$ cat src/rtl/gray_converter.sv
// gray_converter: reads RGB pixels from memory in raster order and streams 8-bit luminance over valid/ready.
// Optional macro GRY_THRESH_EN adds input Gry_THR and binarises each pixel against it.
module gray_converter #(
    parameter int unsigned IMG_WIDTH  = 512,
    parameter int unsigned IMG_HEIGHT = 342,
    parameter int unsigned DATA_WIDTH = 24,
    parameter int unsigned BUS_WIDTH  = 32,
    parameter logic [BUS_WIDTH-1:0] BASE_ADDR = {BUS_WIDTH{1'b0}},
    parameter int unsigned FIFO_DEPTH = 4
) (
    input  logic                  Gry_CLK,
    input  logic                  Gry_RSTn,
    input  logic                  Gry_STRT,
    output logic                  Gry_REN,
    output logic [BUS_WIDTH-1:0]  Gry_RADDR,
    input  logic [DATA_WIDTH-1:0] Gry_DIn,
    output logic [7:0]            Gry_DOut,
    output logic                  Gry_VLD,
    input  logic                  Gry_RDY,
    output logic                  Gry_LAST,
    output logic                  Gry_BSY,
    output logic                  Gry_DNE
`ifdef GRY_THRESH_EN
    ,
    input  logic [7:0]            Gry_THR
`endif
);
    localparam int unsigned N      = IMG_WIDTH * IMG_HEIGHT;
    localparam int unsigned CNT_W  = $clog2(N + 1);
    localparam int unsigned PTR_W  = (FIFO_DEPTH > 1) ? $clog2(FIFO_DEPTH) : 1;
    localparam int unsigned FCNT_W = $clog2(FIFO_DEPTH + 1);
    localparam logic [CNT_W-1:0]  LAST_IDX = CNT_W'(N - 1);
    localparam logic [CNT_W-1:0]  CNT_ONE  = CNT_W'(1'b1);
    localparam logic [PTR_W-1:0]  PTR_ONE  = PTR_W'(1'b1);
    localparam logic [PTR_W-1:0]  PTR_MAX  = PTR_W'(FIFO_DEPTH - 1);
    localparam logic [FCNT_W-1:0] FCNT_ONE = FCNT_W'(1'b1);
    localparam logic [FCNT_W:0]   CREDITS  = (FCNT_W + 1)'(FIFO_DEPTH);

    typedef enum logic [1:0] {ST_IDLE = 2'd0, ST_READ = 2'd1, ST_DRAIN = 2'd2, ST_DONE = 2'd3} state_t;

    function automatic logic [7:0] lum_f(input logic [23:0] rgb);
        logic [15:0] acc;
        acc = 16'd77 * {8'd0, rgb[23:16]} + 16'd150 * {8'd0, rgb[15:8]}
            + 16'd29 * {8'd0, rgb[7:0]} + 16'd128;
        return acc[15:8];
    endfunction

    function automatic logic [PTR_W-1:0] ptr_inc_f(input logic [PTR_W-1:0] p);
        return (p == PTR_MAX) ? {PTR_W{1'b0}} : p + PTR_ONE;
    endfunction

    state_t              r_state, w_state_nxt;
    logic [CNT_W-1:0]    r_rd_cnt, r_out_cnt;
    logic                r_ren, r_dvld, r_bsy, r_dne;
    logic [BUS_WIDTH-1:0] r_raddr;
    logic [7:0]          r_mem [FIFO_DEPTH];
    logic [PTR_W-1:0]    r_wptr, r_rptr;
    logic [FCNT_W-1:0]   r_fcnt;
    logic                w_issue, w_clr, w_vld, w_pop, w_push, w_credit;
    logic [FCNT_W:0]     w_used;
    logic [7:0]          w_y, w_pix;

    // Slots already promised: FIFO contents plus reads issued now and data arriving now.
    assign w_used   = (FCNT_W + 1)'(r_fcnt) + (FCNT_W + 1)'(r_ren) + (FCNT_W + 1)'(r_dvld);
    assign w_credit = (w_used < CREDITS);
    assign w_vld    = (r_fcnt != {FCNT_W{1'b0}});
    assign w_pop    = w_vld && Gry_RDY;
    assign w_push   = r_dvld;
    assign w_y      = lum_f(Gry_DIn[23:0]);
`ifdef GRY_THRESH_EN
    assign w_pix    = (w_y >= Gry_THR) ? 8'hFF : 8'h00;
`else
    assign w_pix    = w_y;
`endif

    // Next-state and read-issue decision.
    always_comb begin
        w_state_nxt = r_state;
        w_issue     = 1'b0;
        w_clr       = 1'b0;
        case (r_state)
            ST_IDLE: begin
                if (Gry_STRT) begin
                    w_state_nxt = ST_READ;
                    w_clr       = 1'b1;
                end else begin
                    w_state_nxt = ST_IDLE;
                end
            end
            ST_READ: begin
                if (w_credit) begin
                    w_issue     = 1'b1;
                    w_state_nxt = (r_rd_cnt == LAST_IDX) ? ST_DRAIN : ST_READ;
                end else begin
                    w_state_nxt = ST_READ;
                end
            end
            ST_DRAIN: begin
                if (w_pop && (r_out_cnt == LAST_IDX)) begin
                    w_state_nxt = ST_DONE;
                end else begin
                    w_state_nxt = ST_DRAIN;
                end
            end
            ST_DONE:  w_state_nxt = ST_IDLE;
            default:  w_state_nxt = ST_IDLE;
        endcase
    end

    // State, counters and registered control outputs.
    always_ff @(posedge Gry_CLK or negedge Gry_RSTn) begin
        if (!Gry_RSTn) begin
            r_state   <= ST_IDLE;
            r_rd_cnt  <= {CNT_W{1'b0}};
            r_out_cnt <= {CNT_W{1'b0}};
            r_ren     <= 1'b0;
            r_dvld    <= 1'b0;
            r_raddr   <= BASE_ADDR;
            r_bsy     <= 1'b0;
            r_dne     <= 1'b0;
        end else begin
            r_state   <= w_state_nxt;
            r_ren     <= w_issue;
            r_dvld    <= r_ren;
            r_bsy     <= (w_state_nxt != ST_IDLE);
            r_dne     <= (w_state_nxt == ST_DONE);
            if (w_issue) begin
                r_raddr <= BASE_ADDR + BUS_WIDTH'(r_rd_cnt);
            end
            if (w_clr) begin
                r_rd_cnt  <= {CNT_W{1'b0}};
                r_out_cnt <= {CNT_W{1'b0}};
            end else begin
                if (w_issue) r_rd_cnt  <= r_rd_cnt + CNT_ONE;
                if (w_pop)   r_out_cnt <= r_out_cnt + CNT_ONE;
            end
        end
    end

    // Output FIFO: converted pixel pushed the cycle its memory data arrives.
    always_ff @(posedge Gry_CLK or negedge Gry_RSTn) begin
        if (!Gry_RSTn) begin
            for (int i = 0; i < FIFO_DEPTH; i++) r_mem[i] <= 8'h00;
            r_wptr <= {PTR_W{1'b0}};
            r_rptr <= {PTR_W{1'b0}};
            r_fcnt <= {FCNT_W{1'b0}};
        end else begin
            if (w_push) begin
                r_mem[r_wptr] <= w_pix;
                r_wptr        <= ptr_inc_f(r_wptr);
            end
            if (w_pop) begin
                r_rptr <= ptr_inc_f(r_rptr);
            end
            case ({w_push, w_pop})
                2'b10:   r_fcnt <= r_fcnt + FCNT_ONE;
                2'b01:   r_fcnt <= r_fcnt - FCNT_ONE;
                default: r_fcnt <= r_fcnt;
            endcase
        end
    end

    assign Gry_REN   = r_ren;
    assign Gry_RADDR = r_raddr;
    assign Gry_VLD   = w_vld;
    assign Gry_DOut  = w_vld ? r_mem[r_rptr] : 8'h00;
    assign Gry_LAST  = w_vld && (r_out_cnt == LAST_IDX);
    assign Gry_BSY   = r_bsy;
    assign Gry_DNE   = r_dne;

    gray_converter_chk #(.FIFO_DEPTH(FIFO_DEPTH), .FCNT_W(FCNT_W)) u_chk (
        .clk   (Gry_CLK),
        .rst_n (Gry_RSTn),
        .push  (w_push),
        .fcnt  (r_fcnt)
    );
endmodule

// Credit issue must make a push into a full FIFO impossible.
module gray_converter_chk #(
    parameter int unsigned FIFO_DEPTH = 4,
    parameter int unsigned FCNT_W     = 3
) (
    input logic              clk,
    input logic              rst_n,
    input logic              push,
    input logic [FCNT_W-1:0] fcnt
);
    a_no_overflow: assert property (@(posedge clk) disable iff (!rst_n)
        !(push && (fcnt == FCNT_W'(FIFO_DEPTH))));
endmodule

$ cat config.mk
export PLATFORM = sky130hd
export DESIGN_NAME = gray_converter
export DESIGN_NICKNAME = d
export VERILOG_FILES = /design/src/rtl/gray_converter.sv
export SDC_FILE = /design/constraint.sdc
export NUM_CORES = 1
export LEC_CHECK = 0
export ABC_AREA = 1
export CAP_MARGIN = 25
export CORE_UTILIZATION = 65
export DETAILED_ROUTE_END_ITERATION = 10
export PLACE_DENSITY = 0.88
export SETUP_SLACK_MARGIN = 0.2
export SYNTH_ARGS = -nofsm -noshare
export SYNTH_HDL_FRONTEND = slang
export SYNTH_SLANG_ARGS = --single-unit
$ cat constraint.sdc
create_clock -name Gry_CLK -period 4.9 [get_ports Gry_CLK]
set_clock_uncertainty 0.1 [all_clocks]
set_input_delay 0.49 -clock Gry_CLK [delete_from_list [all_inputs] [get_ports Gry_CLK]]
set_output_delay 0.49 -clock Gry_CLK [all_outputs]
set_load 0.02 [all_outputs]
After elaboration in Yosys (flattened, before gate mapping):

Cells that the tools add are included.

* bits of input ports: 28
* register bits after elaboration: 99

* bitwise logic cells: 2
* multiply operators: 3
* mux-type cells: 23
* equality and inequality tests: 10
* reductions and logical operators: 10
* magnitude comparators: 4
* $add $sub $neg: 11

Operators with widths (number)
* 2-to-1 mux 18 bit: 4
* adder 18 x 1 -> 18 bit, second input constant: 2
* == test 18 bit, second input constant: 2
* bitwise mux 32 bit: 1
* 2-to-1 mux 8 bit: 4
* multiplier 7 x 8 -> 15 bit, first input constant: 2
* adder 15 x 16 -> 16 bit: 1
* adder 16 x 13 -> 16 bit: 1
* adder 16 x 8 -> 16 bit, second input constant: 1
* binary-select mux 8 bit (select 2 bit): 1
* demux 8 bit (select 2 bit): 1
* multiplier 5 x 8 -> 13 bit, first input constant: 1
* == test 2 bit, second input constant: 6
* 2-to-1 mux 2 bit: 4
* one-hot mux 2 bit (4 select lines): 1
* nonzero test 2 bit: 4
* greater-or-equal comparator 3 bit, second input constant: 2
* 2-to-1 mux 1 bit: 6
* NOT 2 -> 3 bit: 2
* one-hot mux 3 bit (2 select lines): 1
* adder 2 x 1 -> 2 bit, second input constant: 2
* adder 3 x 1 -> 4 bit: 1
* adder 4 x 1 -> 4 bit: 1
* == test 2 x 1 -> 1 bit, second input constant: 2
* 7 further kinds: 10

Logic depth before layout (Yosys ltp):

* word-level depth: 7
* depth in mapped cells: 31

Worst setup path before layout:

Ideal clock, no wire load.

* path type: input to register
* start: in Gry_DIn[11]
* end: reg r_mem[23] in the netlist's numbering
* buffers on the path: 0
* cell stages on the path: 27
* setup slack: -1.352 ns
* setup time: 0.118 ns
* arrival time: 6.034 ns
* cells stage by stage: ha_1 ha_1 ha_1 inv_1 fa_1 inv_1 ha_1 a21oi_1 a21boi_1 xnor2_1 fa_1 fa_1 inv_1 fa_1 inv_1 fa_1 ha_1 ha_1 nand2_1 inv_1 nand2_1 nor3_1 a21oi_1 nand2_1 nand2_1 nand2_1 nand2_1

* longest elaborated chain between the ends: 5

RTL lines
* from (decl): RTL line 16 `input logic [DATA_WIDTH-1:0] Gry_DIn,`
* multiplier 7 x 8 -> 15 bit: RTL line 43 `acc = 16'd77 * {8'd0, rgb[23:16]} + 16'd150 * {8'd0, rgb[15:8]}`
* adder 15 x 16 -> 16 bit: RTL line 43
* adder 16 x 13 -> 16 bit: RTL line 44 `+ 16'd29 * {8'd0, rgb[7:0]} + 16'd128;`
* adder 16 x 8 -> 16 bit: RTL line 44
* bitwise mux 32 bit: RTL line 149 `r_mem[r_wptr] <= w_pix;`
* to (signal, indexed assignment): RTL line 149
* to (decl): RTL line 56 `logic [7:0] r_mem [FIFO_DEPTH];`

Every way passes these cells.
A chain may end at the register's enable or synchronous reset.

Final worst setup path:

* start: in Gry_DIn[14]
* end: reg r_mem[6] in the netlist's numbering

The elaborated chain is that of the path after synthesis.

==> run_results.csv <==
group,metric,value,unit
outcome,status,"finished with violations",
outcome,failed_checks,"setup timing",
drt,drc,0,
yosys,synth.cell_area,8700,um2
clock_network,clk_pin_slew,0.07,ns
critical_path,cp-end-kind,"register",
place,portBuffers,58,
yosys,avgSynthCellArea,8.10,um2
floorplan,dieArea,13900,um2
clock_network,clockBufferDepth,2,
sta,timing.final.crit_share,127,%
floorplan,core,12800,um2
clock_network,root_buffer,"clkbuf_16",
global_routing,grt_max_degree,60,
sta,slew_headroom,46.0,%
critical_path,crit_family,"adder cells",
global_routing,grtUsageMet2,57.1,%
sta,finalSetupViolations,32,
yosys,ys_seq_area_share,28.5,%
global_routing,grt_pass1_wl,37.1,mm
global_routing,grt_pass1_vias,7934,
global_routing,grtUsageMet1,42.9,%
place,gp_congestion,0.916,
yosys,yosysUniqueCellTypes,40,
layout,regArea,2480,um2
floorplan,row_count,41,
sta,hold_viol_final,0,
drt,post_drt_wl_per_cell,18.9,um
yosys,synth.ff_latch_count,99,
global_routing,grt_usage,33.5,%
clock_network,clkSinkCount,99,
yosys,yosys_warnings,0,
critical_path,cpPeakStageDelay,0.58,ns
global_routing,grt_overflow,0,
drt,detail-route-antenna-nets,0,
drt,dr_total_vias,8368,
sta,fin_hold_ws,0.0797,ns
layout,fillerInstances,670,
critical_path,path_max_fanout,4,
clock_network,htree_levels,3,
layout,nets,1394,
sta,period_minus_slack,6.21,ns
critical_path,worst_ep_required_time,5.03,ns
critical_path,worstSetupPathType,"input port to register",
drt,vias_per_cell,6.06,
critical_path,cp_data_arrival_time,6.35,ns
drt,firstDrtPassIters,6,
global_routing,antenna_found_initial,0,
yosys,netlist_instances,1074,
sta,fmax,0.161,GHz
critical_path,crit_path_start_kind,"input port",
layout,final_cell_mix,"209 x nand2_1, 162 x inv_1, 99 x dfrtp_1",
global_routing,met3_usage,5.91,%
layout,multi_input_area,5980,um2
drt,detail_route.iter0.violations,996,
run,cap_violations,0,
global_routing,top_usage_layer,"met2",
layout,synthToLayoutAreaGrowth,24.9,%
critical_path,cp_slowest_cell,"fa_2",
sta,rsz0062_at_grt,"true",
place,dpl.hpwl,16.2,mm
floorplan,die_y,118,um
critical_path,critPathBufInv,6,
sta,finalMaxSlewViolations,0,
floorplan,die_x,118,um
critical_path,cp_common_cell,"ha_4",
clock_network,insertion_delay,0.35,ns
min_path,hold_path.class,"input port to asynchronous set/reset pin",
floorplan,start_util,67.9,%
clock_network,cts_made_buffers,9,
layout,diodes,0,
layout,layout-drive-gt1-share,20.1,%
sta,layout_setup_ws,-1.31,ns
clock_network,cts_tree,"done",
layout,layout_commonest_cell,"nand2_1",
sta,tightest_slew,0.810,ns
floorplan,top_level_ports,73,
place,place_ws,-1.81,ns
drt,drt_wl_total,26.1,mm
==> path summary, 6_finish.rpt <==
kind | start | end | slack [ns] | cells past startpoint
min in group Gry_CLK | Gry_REN | r_dvld | 0.31 | 0
worst max register to register | r_dvld | r_rd_cnt[5] | 2.39 | 9
max in group asynchronous | Gry_RSTn | Gry_RADDR[13] | 3.55 | 2
worst min register to register | Gry_REN | r_dvld | 0.31 | 0
worst min-delay path | Gry_RSTn | r_mem[1] | 0.08 | 1
worst max-delay path | Gry_DIn[14] | r_mem[6] | -1.31 | 26
==> sequential cells by signal, indices dropped and copies added (netlist names) <==
register	flops
r_state	2
r_out_cnt	18
r_fcnt	3
Gry_DNE	1
r_wptr	2
Gry_RADDR	18
r_rd_cnt	18
Gry_REN	1
Gry_BSY	1
r_mem	32
r_rptr	2
r_dvld	1
==> cell usage after synthesis <==
cell type	number	area share [%]
nor4_2	1	0.14
nor2_2	5	0.36
o21ai_1	20	1.2
nand3b_1	6	0.52
nand4_1	19	1.4
inv_2	16	0.69
buf_4	14	1.2
o21ai_0	48	2.8
a21o_1	1	0.086
nand3_1	74	4.3
nor3_2	10	1.2
nor2_4	6	0.78
a211oi_1	1	0.086
a31oi_1	1	0.072
nand2_2	3	0.22
clkbuf_1	3	0.13
xor2_1	16	1.6
nand3_4	1	0.20
a21oi_1	43	2.5
o21bai_1	1	0.086
clkinv_1	4	0.17
inv_1	176	7.6
dfrtp_1	99	28
or2_2	2	0.14
nor4_1	2	0.14
nand2_1	241	10
conb_1	1	0.043
o31ai_1	4	0.35
o21ai_2	1	0.10
nand2_4	1	0.13
and3_1	1	0.072
buf_2	9	0.52
fa_1	56	13
a21boi_1	1	0.086
nor2_1	62	2.7
nand4_2	1	0.14
xnor2_1	7	0.70
ha_1	106	15
nor2_8	1	0.23
nor3_1	10	0.58
==> worst register-to-register path, cell delays in order (launching register included) <==
cell	delay, ns
dfrtp_1	0.49
ha_1	0.34
a21oi_1	0.17
o21ai_2	0.13
nor2_8	0.30
inv_2	0.31
nor2_2	0.26
nand3_1	0.12
nand2_1	0.10
a21oi_1	0.05
==> per-layer routing <==
layer	vias up	share of wire, %
met4	0	5.8
li1	3665	-
met3	173	9.4
met2	584	48
met1	3946	37
met5	-	0
==> metrics by stage <==
stage | area, um2 | TNS (ns) | util, % | cells
2_1_floorplan | 8980 | -24.70 | - | 1087
3_3_place_gp | 10100 | -49.86 | 79.0 | 1360
3_5_place_dp | 10100 | -55.55 | 79.0 | 1360
4_1_cts | 10600 | -29.70 | 82.5 | 1378
5_1_grt | 10900 | -40.08 | 84.7 | 1381
6_report | 10900 | -37.12 | 84.7 | 1381
==> repair_timing <==
| action | in CTS | in global routing |
|---|---|---|
| hold buffers | 0 | 0 |
| setup buffers | 2 | 3 |
| pin swaps | 56 | 69 |
| resized for setup | 65 | 68 |
| setup endpoints to repair | 32 | 32 |
| hold endpoints to repair | 0 | 0 |
==> cell type report <==
| type | count | share of cell area (%) |
|---|---|---|
| timing repair buffer | 132 | 10.6 |
| tap | 172 | 1.98 |
| multi-input combinational | 766 | 55.0 |
| clock inverter | 4 | 0.449 |
| clock buffer | 12 | 2.27 |
| sequential | 99 | 22.8 |
| inverter | 196 | 6.84 |
==> cell families (layout without fill, tap and decap cells) <==
family                     after synthesis  count (layout)  share of synthesized area, %
xor gates and xnor gates                23              23                          2.31
and+or+nand+nor                        446             446                          23.5
DFF                                     99              99                          28.5
other                                    1              14                        0.0431
adders and majority gates              162             162                          28.1
AOI/OAI and AO/OA                      121             121                          7.25
buffers and inverters                  222             344                          10.3
Power is left out: the tool's default activity adds up to more than one toggle a clock period on the data nets, which glitch-free logic cannot reach.
